`src/rtl/if_fetch_queue.sv`:
```
// Instruction fetch front end: pipelined inst-SRAM requests feeding a QDEPTH-entry decode queue.
// Define IFQ_BYPASS_EN to forward a return straight to decode in the same cycle when the queue is empty.
module if_fetch_queue #(
  parameter int          QDEPTH          = 4,
  parameter int          MAX_OUTSTANDING = 2,
  parameter logic [31:0] RESET_PC        = 32'h1C00_0000
) (
  input  logic        clk,
  input  logic        reset,
  output logic        inst_sram_req,
  output logic [31:0] inst_sram_addr,
  input  logic        inst_sram_addr_ok,
  input  logic        inst_sram_data_ok,
  input  logic [31:0] inst_sram_rdata,
  output logic [31:0] fetch_pc_vrtl,
  input  logic [31:0] fetch_pa,
  input  logic        fetch_stall,
  input  logic        redirect_valid,
  input  logic [31:0] redirect_pc,
  input  logic        ds_allowin,
  output logic        fs2ds_valid,
  output logic [31:0] fs_pc,
  output logic [31:0] fs_inst,
  output logic        fs_adef
);

  localparam int QAW = $clog2(QDEPTH);
  localparam int CW  = $clog2(QDEPTH + 1);
  localparam int IW  = $clog2(MAX_OUTSTANDING + 1);
  localparam int FAW = (MAX_OUTSTANDING > 1) ? $clog2(MAX_OUTSTANDING) : 1;
  localparam int DW  = $clog2(2 * MAX_OUTSTANDING + 1);
  localparam logic [IW-1:0]  MAX_IF = IW'(MAX_OUTSTANDING);
  localparam logic [CW:0]    QFULL  = (CW + 1)'(QDEPTH);
  localparam logic [FAW-1:0] FLAST  = FAW'(MAX_OUTSTANDING - 1);

  logic [31:0]    req_pc;
  logic [31:0]    q_pc   [QDEPTH];
  logic [31:0]    q_inst [QDEPTH];
  logic           q_adef [QDEPTH];
  logic [QAW-1:0] head, tail;
  logic [CW-1:0]  count;
  logic [31:0]    f_pc   [MAX_OUTSTANDING];
  logic [FAW-1:0] f_head, f_tail;
  logic [IW-1:0]  inflight;
  logic [DW-1:0]  discard_cnt;
  logic           adef_hold;

  logic [CW:0]    occupancy;
  logic [DW:0]    discard_sum;
  logic           req_fire, adef_push, ret, ret_push, q_push, q_pop, q_empty;

  // Issue credit counts queued entries plus returns still owed, so every return has a slot.
  assign occupancy = {1'b0, count} + (CW + 1)'(inflight);
  assign q_empty   = (count == '0);

  assign fetch_pc_vrtl  = req_pc;
  assign inst_sram_addr = fetch_pa;
  assign inst_sram_req  = ~reset & ~redirect_valid & ~fetch_stall & ~adef_hold &
                          (req_pc[1:0] == 2'b00) & (inflight < MAX_IF) & (occupancy < QFULL);

  assign req_fire  = inst_sram_req & inst_sram_addr_ok;
  assign adef_push = ~redirect_valid & ~adef_hold & (req_pc[1:0] != 2'b00) & (occupancy < QFULL);
  assign ret       = inst_sram_data_ok & ~redirect_valid & (discard_cnt == '0) & (inflight != '0);
  assign q_pop     = ~q_empty & ds_allowin & ~redirect_valid;

`ifdef IFQ_BYPASS_EN
  logic bypass;
  assign bypass   = ret & q_empty;
  assign ret_push = ret & ~(bypass & ds_allowin);
`else
  assign ret_push = ret;
`endif
  assign q_push = ret_push | adef_push;

  // Everything still owed by the SRAM at a redirect becomes stale, less the one returning now.
  assign discard_sum = {1'b0, discard_cnt} + (DW + 1)'(inflight)
                     - (DW + 1)'(inst_sram_data_ok & ((discard_cnt != '0) | (inflight != '0)));

  always_comb begin
    fs2ds_valid = 1'b0;
    fs_pc       = '0;
    fs_inst     = '0;
    fs_adef     = 1'b0;
    if (!q_empty) begin
      fs2ds_valid = 1'b1;
      fs_pc       = q_pc[head];
      fs_inst     = q_inst[head];
      fs_adef     = q_adef[head];
    end
`ifdef IFQ_BYPASS_EN
    else if (bypass) begin
      fs2ds_valid = 1'b1;
      fs_pc       = f_pc[f_head];
      fs_inst     = inst_sram_rdata;
    end
`endif
  end

  always_ff @(posedge clk) begin
    if (req_fire) f_pc[f_tail] <= req_pc;
    if (q_push) begin
      q_pc[tail]   <= ret_push ? f_pc[f_head] : req_pc;
      q_inst[tail] <= ret_push ? inst_sram_rdata : 32'h0;
      q_adef[tail] <= ~ret_push;
    end
  end

  always_ff @(posedge clk or posedge reset) begin
    if (reset) begin
      req_pc      <= RESET_PC;
      head        <= '0;
      tail        <= '0;
      count       <= '0;
      f_head      <= '0;
      f_tail      <= '0;
      inflight    <= '0;
      discard_cnt <= '0;
      adef_hold   <= 1'b0;
    end else if (redirect_valid) begin
      req_pc      <= redirect_pc;
      head        <= '0;
      tail        <= '0;
      count       <= '0;
      f_head      <= '0;
      f_tail      <= '0;
      inflight    <= '0;
      discard_cnt <= discard_sum[DW-1:0];
      adef_hold   <= 1'b0;
    end else begin
      if (req_fire) begin
        f_tail <= (f_tail == FLAST) ? '0 : f_tail + FAW'(1);
        req_pc <= req_pc + 32'd4;
      end
      if (ret) f_head <= (f_head == FLAST) ? '0 : f_head + FAW'(1);
      if (inst_sram_data_ok && (discard_cnt != '0)) discard_cnt <= discard_cnt - DW'(1);
      inflight <= inflight + IW'(req_fire) - IW'(ret);
      if (adef_push) adef_hold <= 1'b1;
      if (q_push) tail <= tail + QAW'(1);
      if (q_pop) head <= head + QAW'(1);
      count <= count + CW'(q_push) - CW'(q_pop);
    end
  end

endmodule

```
`config.mk`:
```
export PLATFORM = sky130hd
export DESIGN_NAME = if_fetch_queue
export DESIGN_NICKNAME = d
export VERILOG_FILES = /design/src/rtl/if_fetch_queue.sv
export SDC_FILE = /design/constraint.sdc
export NUM_CORES = 1
export LEC_CHECK = 0
export CORE_UTILIZATION = 54
export DETAILED_ROUTE_END_ITERATION = 10
export PLACE_DENSITY = 0.89
export SLEW_MARGIN = 20
export SYNTH_ARGS = -nofsm -noshare
export SYNTH_HDL_FRONTEND = slang
export SYNTH_SLANG_ARGS = --single-unit
```
`constraint.sdc`:
```
create_clock -name clk -period 4.84 [get_ports clk]
set_clock_uncertainty 0.1 [all_clocks]
set_input_delay 0.484 -clock clk [delete_from_list [all_inputs] [get_ports clk]]
set_output_delay 0.484 -clock clk [all_outputs]
set_load 0.02 [all_outputs]
```
==> flow_summary.toml, run 1 <==
[power_and_ir_drop]
power.density_mw_per_mm2 = 495
p_sw_mw = 2.59
pwr-share-clk_pct = 31.2
ir_drop_v = 0.000251
p_sw_share_pct = 27.8
totalPowerFinal_mw = 9.30
p_leak_nw = 6.21
seqPwrFrac_pct = 42.5
p_int_mw = 6.72
pwr-share-comb_pct = 26.2

[logic_synthesis]
synth.distinct_cells = 50
synth_area_leaders = "edfxtp_1 62%, mux4_2 9.3%, dfrtp_1 7.0%"
synth_compound_area_share_pct = 3.61
netlist_instances = 980
synth_top_cell_area_share_pct = 62.0
synth_edf_count = 324
synth_most_common_cell = "edfxtp_1"
syn_area_mm2 = 0.0157
avgSynthCellArea_um2 = 16.0
yosys.area_share.simple_pct = 9.70
yosys-top-cells-count = "324 x edfxtp_1, 104 x and2_1, 65 x mux4_2, 62 x nor2_1, 44 x dfrtp_1"
syn_nets = 1100
ys_ff_latch = 371
ys_async_sr_fraction_pct = 12.7
synth-xor-area-share_pct = 0.670
synthAdderAreaFrac_pct = 1.45
yosys_warnings = 0
synth_top_family_by_area = "multiplexers"
ys_seq_area_share_pct = 69.6
synth_top_cell_by_area = "edfxtp_1"
synth-main-ff-cell = "edfxtp_1"
synth_mux_area_share_pct = 11.8

[clock_tree]
clock-sinks = 371
cts_resized = 0
cts.clk_slew.worst_paths_ns = 0.06
tritoncts = "yes"
clock_latency_ns = 0.52
hold_buffers = 0
post-cts-setup-buffers = 0
htreeDepth = 2
clock-root-buffer = "clkbuf_16"
cts_max_path_buffers = 3
cts_buffers = 38

[route]
drc = 0
avgRoutedWirePerCell_um = 21.1
drt-total-wl_mm = 32.2
ant_nets = 0
firstDrtPassIters = 5
vias = 8899
drt_iter0_markers = 892
via_per_inst = 5.82

[cells_and_area]
nNetsFinal = 1235
areaGrowthSynthToFinish_pct = 19.8
fin_cells = 1529
final_design_area_no_fill_mm2 = 0.0188
fillers = 1911
diodes = 0
register_area_mm2 = 0.0109
multi_input_area_mm2 = 0.00430
drive_gt1_share_pct = 13.4

[timing]
fin_tns_setup_ns = 0
grt_setup_unrepaired = "no"
fin_ws_ns = 1.19
worstMarginPinSlew_ns = 1.10
max_freq_mhz = 274
setup_violations = 0
period_needed_ns = 3.65
hold_violations = 0
max_slew_margin_pct = 26.8
drv_slew = 0
finalCritPeriodShare_pct = 75.5

[global_routing]
grt_pass1_vias = 9125
grt_max_degree = 98
antenna_found_initial = 0
grt_pass1_wl_mm = 49.5
grt_remaining_overflow = 0
grtUsageTotal_pct = 22.2

[place]
gp_congestion = 0.853
placedCellCount = 1459
place_ws_ns = 1.51
port_buffers = 169
placed_cell_area_mm2 = 0.0175
place_hpwl_mm = 18.5

[floorplanning]
dieArea_mm2 = 0.0297
fp-row-count = 62
die_height_um = 172
initial_core_util_pct = 54.8
pin_count = 234
coreArea_mm2 = 0.0286
die_w_um = 172

[run]
cap_violations = 0

[worst_setup_path]
start_kind = "flip-flop"
reg2reg_depth = 13
crit_path_end_kind = "output pin"
cp.arrival_ns = 3.07
worstPathRequired_ns = 4.26
critical_path_peak_fanout = 37
critical_path_class = "reg -> out"

[run_status]
status = "finished, final reports clean"

[worst_hold_path]
hold_depth = 1
hold_path_class = "reg -> reg"
-- layer usage --
| metal | global-route usage [%] | share of wire [%] | wire [µm] |
|---|---|---|---|
| met5 | 0 | 0 | 0 |
| met4 | 7.70 | 2.5 | 817 |
| met3 | 4.12 | 7.3 | 2340 |
| met2 | 37.2 | 49 | 15900 |
| met1 | 29.4 | 41 | 13200 |
-- power by group through the flow --
stage	logic, mW	registers (mW)	clock network [mW]
floorplan	1.57	3.90	0
global placement	2.43	4.01	0
detailed placement	2.47	4.03	0
CTS	2.48	3.97	2.94
global route	2.64	3.99	3.07
finish	2.44	3.96	2.90
-- through the flow --
step	hold WS (ns)	utilization [%]
floorplan	0.338	-
global placement	0.353	61.2
detailed placement	0.360	61.2
CTS	0.373	65.6
global route	0.384	65.6
finish	0.370	65.6
-- layout by cell type, fill, tap and decap left out, types with 3 or more instances in the layout --
cell             synthesis  layout
clkinvlp_4               0       4
inv_1                   19      18
nor2_1                  62      60
dfstp_2                  3       3
nand2_1                 42      42
clkinv_2                 0       6
nor3_1                   4       3
and2_4                   0       4
a21oi_1                 40      40
bufinv_16                0       3
xor2_1                   4       4
nand3b_1                 3       3
and2_1                 104     100
a221o_1                  4       4
nor4_1                   5       4
nand3_1                 16      16
o211ai_1                10      10
dfrtp_1                 44      41
clkbuf_16                0      41
nor2b_1                 10      10
o21ai_0                 16      16
or3_1                    5       4
clkbuf_1                39      10
nand4_1                 13      13
mux4_2                  65      65
and3_1                   7       7
mux2i_1                 36      36
xnor2_1                  8       8
clkinv_1                 0       4
buf_4                   32       6
o311ai_1                 6       6
clkdlybuf4s50_1          0     168
edfxtp_1               324     324
o21ai_1                  6       6
ha_1                    15      15
-- path summary, 6_finish.rpt --
kind                           startpoint                to  slack, ns
hold reg to reg            discard_cnt[2]    discard_cnt[2]       0.37
setup reg to reg                 count[1]          count[2]       1.50
min in group asynchronous           reset  fetch_pc_vrtl[0]       0.38
hold / removal             discard_cnt[2]    discard_cnt[2]       0.37
setup / recovery                  head[0]         fs_pc[25]       1.19
max in group asynchronous           reset           head[0]       3.78
-- critical path, cell delays in order (launching register included) --
cell,delay (ns)
dfrtp_4,0.87
buf_12,0.36
mux4_2,0.54
and2_1,0.20
clkdlybuf4s50_1,0.54
-- kinds of logic (layout without fill, tap and decap cells) --
group                      Yosys count  in the layout
AOI/OAI and AO/OA                   93             93
xor gates and xnor gates            12             12
adders and majority gates           17             17
buffers and inverters              101            266
DFF                                371            371
muxes                              103            103
and+or+nand+nor                    283            283
-- registers in the layout (all words and copies together) (netlist names), 2 cells and up --
signal	count
q_inst	128
q_pc	128
fetch_pc_vrtl	32
f_pc	64
q_adef	4
inflight	2
tail	2
count	3
head	2
discard_cnt	3
-- area by class of cell --
cell class,count,area share [%]
clock buffer,53,5.81
sequential,371,58.1
tap,384,2.56
timing repair buffer,176,9.32
multi-input combinational,508,22.9
inverter,20,0.400
clock inverter,17,0.906
(Power assumes the default switching activity.)
==> run 2: changes to the inputs <==
--- a/config.mk
+++ b/config.mk
@@ -5,9 +5,9 @@
 export SDC_FILE = /design/constraint.sdc
 export NUM_CORES = 1
 export LEC_CHECK = 0
-export CORE_UTILIZATION = 54
+export CORE_UTILIZATION = 49
 export DETAILED_ROUTE_END_ITERATION = 10
-export PLACE_DENSITY = 0.89
+export PLACE_DENSITY = 0.85
 export SLEW_MARGIN = 20
 export SYNTH_ARGS = -nofsm -noshare
 export SYNTH_HDL_FRONTEND = slang
==> constraint.sdc (replaced) <==
create_clock -name clk -period 3.2 [get_ports clk]
set_clock_uncertainty 0.1 [all_clocks]
set_input_delay 0.32 -clock clk [delete_from_list [all_inputs] [get_ports clk]]
set_output_delay 0.32 -clock clk [all_outputs]
set_load 0.02 [all_outputs]
==> run 2 against run 1 <==
  * Non-clock buffer count grew 31
  * Die area grew 10%
  * Cell count grew 3.2%
  * Clock power increased by 49%
  * Worst setup slack got worse by 1.0 ns
  * Register-to-register slack lost 1.4 ns
  * Via count up 0.72%
  * Largest cell class unchanged
  * Highest routed layer unchanged
==> flow_summary.toml, run 2 (synthesis results as in run 1) <==
[worst_setup_path]
critical_path_class = "reg -> reg"
crit_path_top_delay_cell = "dfrtp_1"
crit-reg2reg-launch = "count[1]"
startpoint = "count[1]"
crit_family = "adder cells"
path_cells = "ha_1 -> a311o_1 -> nor2_1 -> a21o_1 -> nor2b_1 -> inv_1 -> ha_1 -> inv_1 -> ha_1 -> inv_1 -> fa_1 -> xnor2_1 -> nor2_1"
critPathMaxStageDelay_ns = 0.44
cp.arrival_ns = 3.33
worstPathRequired_ns = 3.47
crit_path_end_kind = "flip-flop"
start_kind = "flip-flop"
critPathBufInv = 3
critical_path_peak_fanout = 4

[route]
firstDrtPassIters = 5
avgRoutedWirePerCell_um = 21.1
via_per_inst = 5.68
vias = 8963
drc = 0
ant_nets = 0
drt_iter0_markers = 781
drt-total-wl_mm = 33.3

[timing]
max_freq_mhz = 327
hold_violations = 0
period_needed_ns = 3.06
setup_violations = 0
finalCritPeriodShare_pct = 95.5
worstMarginPinSlew_ns = 1.06
max_slew_margin_pct = 29.1
drv_slew = 0
hold_ws_ns = 0.144
fin_tns_setup_ns = 0
grt_setup_unrepaired = "no"
fin_ws_ns = 0.143

[global_routing]
antenna_found_initial = 0
grt_pass1_vias = 9207
grt_max_degree = 98
grtUsageTotal_pct = 20.8
grt_remaining_overflow = 0
grt_pass1_wl_mm = 52.0

[cells_and_area]
final_design_area_no_fill_mm2 = 0.0192
reg_top3 = "q_inst (128), q_pc (128), f_pc (64)"
postLayoutCoreUtil_pct = 60.8
nNetsFinal = 1267
multi_input_area_mm2 = 0.00430
final_cell_mix = "324 x edfxtp_1, 167 x clkdlybuf4s50_1, 100 x and2_1"
diodes = 0
fin_cells = 1578
drive_gt1_share_pct = 15.4
register_area_mm2 = 0.0109
fillers = 2247
final_common_cell = "edfxtp_1"
areaGrowthSynthToFinish_pct = 22.3

[power_and_ir_drop]
ir_drop_v = 0.000367
power.density_mw_per_mm2 = 739
p_leak_nw = 6.42
totalPowerFinal_mw = 14.2

[floorplanning]
die_w_um = 181
die_height_um = 181
initial_core_util_pct = 49.7
dieArea_mm2 = 0.0327
pin_count = 234
fp-row-count = 65
coreArea_mm2 = 0.0316

[clock_tree]
tritoncts = "yes"
cts_max_path_buffers = 3
cts_buffers = 39
hold_buffers = 0
cts.clk_slew.worst_paths_ns = 0.06
clock-sinks = 371
htreeDepth = 2
clock-root-buffer = "clkbuf_16"
clock_latency_ns = 0.52

[run_status]
status = "finished, final reports clean"

[place]
placed_cell_area_mm2 = 0.0179
port_buffers = 169
placedCellCount = 1507
gp_congestion = 0.825
place_ws_ns = 0.200
place_hpwl_mm = 21.1

[run]
cap_violations = 0

[worst_hold_path]
hold_path_class = "in -> async"
==> run 2: changes by cell type in the layout (fill, tap and decap cells not counted), moves of 3 or more <==
cell        delta
clkinv_1       +4
clkinvlp_4     -3
buf_4         +18
buf_12        +12
==> run 2: area by class of cell <==
cell class / instances / area share, %
Sequential cell: 371 / 56.9
Multi-Input combinational cell: 508 / 22.4
Timing Repair Buffer: 207 / 11.2
Clock buffer: 51 / 5.60
Tap cell: 402 / 2.62
Clock inverter: 19 / 0.868
Inverter: 20 / 0.391
==> run 2: power by group <==
group	switching, mW	internal [mW]
Sequential	0.243	5.63
Combinational	1.97	2.00
Clock	1.73	2.60
==> run 2: path summary, 6_finish.rpt <==
path / end / slack [ns] / cells past startpoint
worst min-delay path: f_tail / 0.14 / 2
min in group clk: fetch_pc_vrtl[22] / 0.27 / 3
worst min register to register: discard_cnt[2] / 0.39 / 1
max in group asynchronous: fetch_pc_vrtl[26] / 2.17 / 3
worst max register to register: count[2] / 0.14 / 13
worst max-delay path: count[2] / 0.14 / 13
==> run 2: timing repair <==
action | in CTS | in global routing
gates resized for setup | 1 | 0
setup endpoints to repair | 23 | 0
buffers inserted | 1 | 0
==> run 2: metal layers <==
layer | routed length, µm | global-route usage (%) | vias to the layer above
li1 | - | - | 4035
met5 | 0 | 0 | -
met4 | 740 | 6.12 | 0
met1 | 13700 | 27.6 | 4487
met2 | 16600 | 34.9 | 373
met3 | 2310 | 4.17 | 68
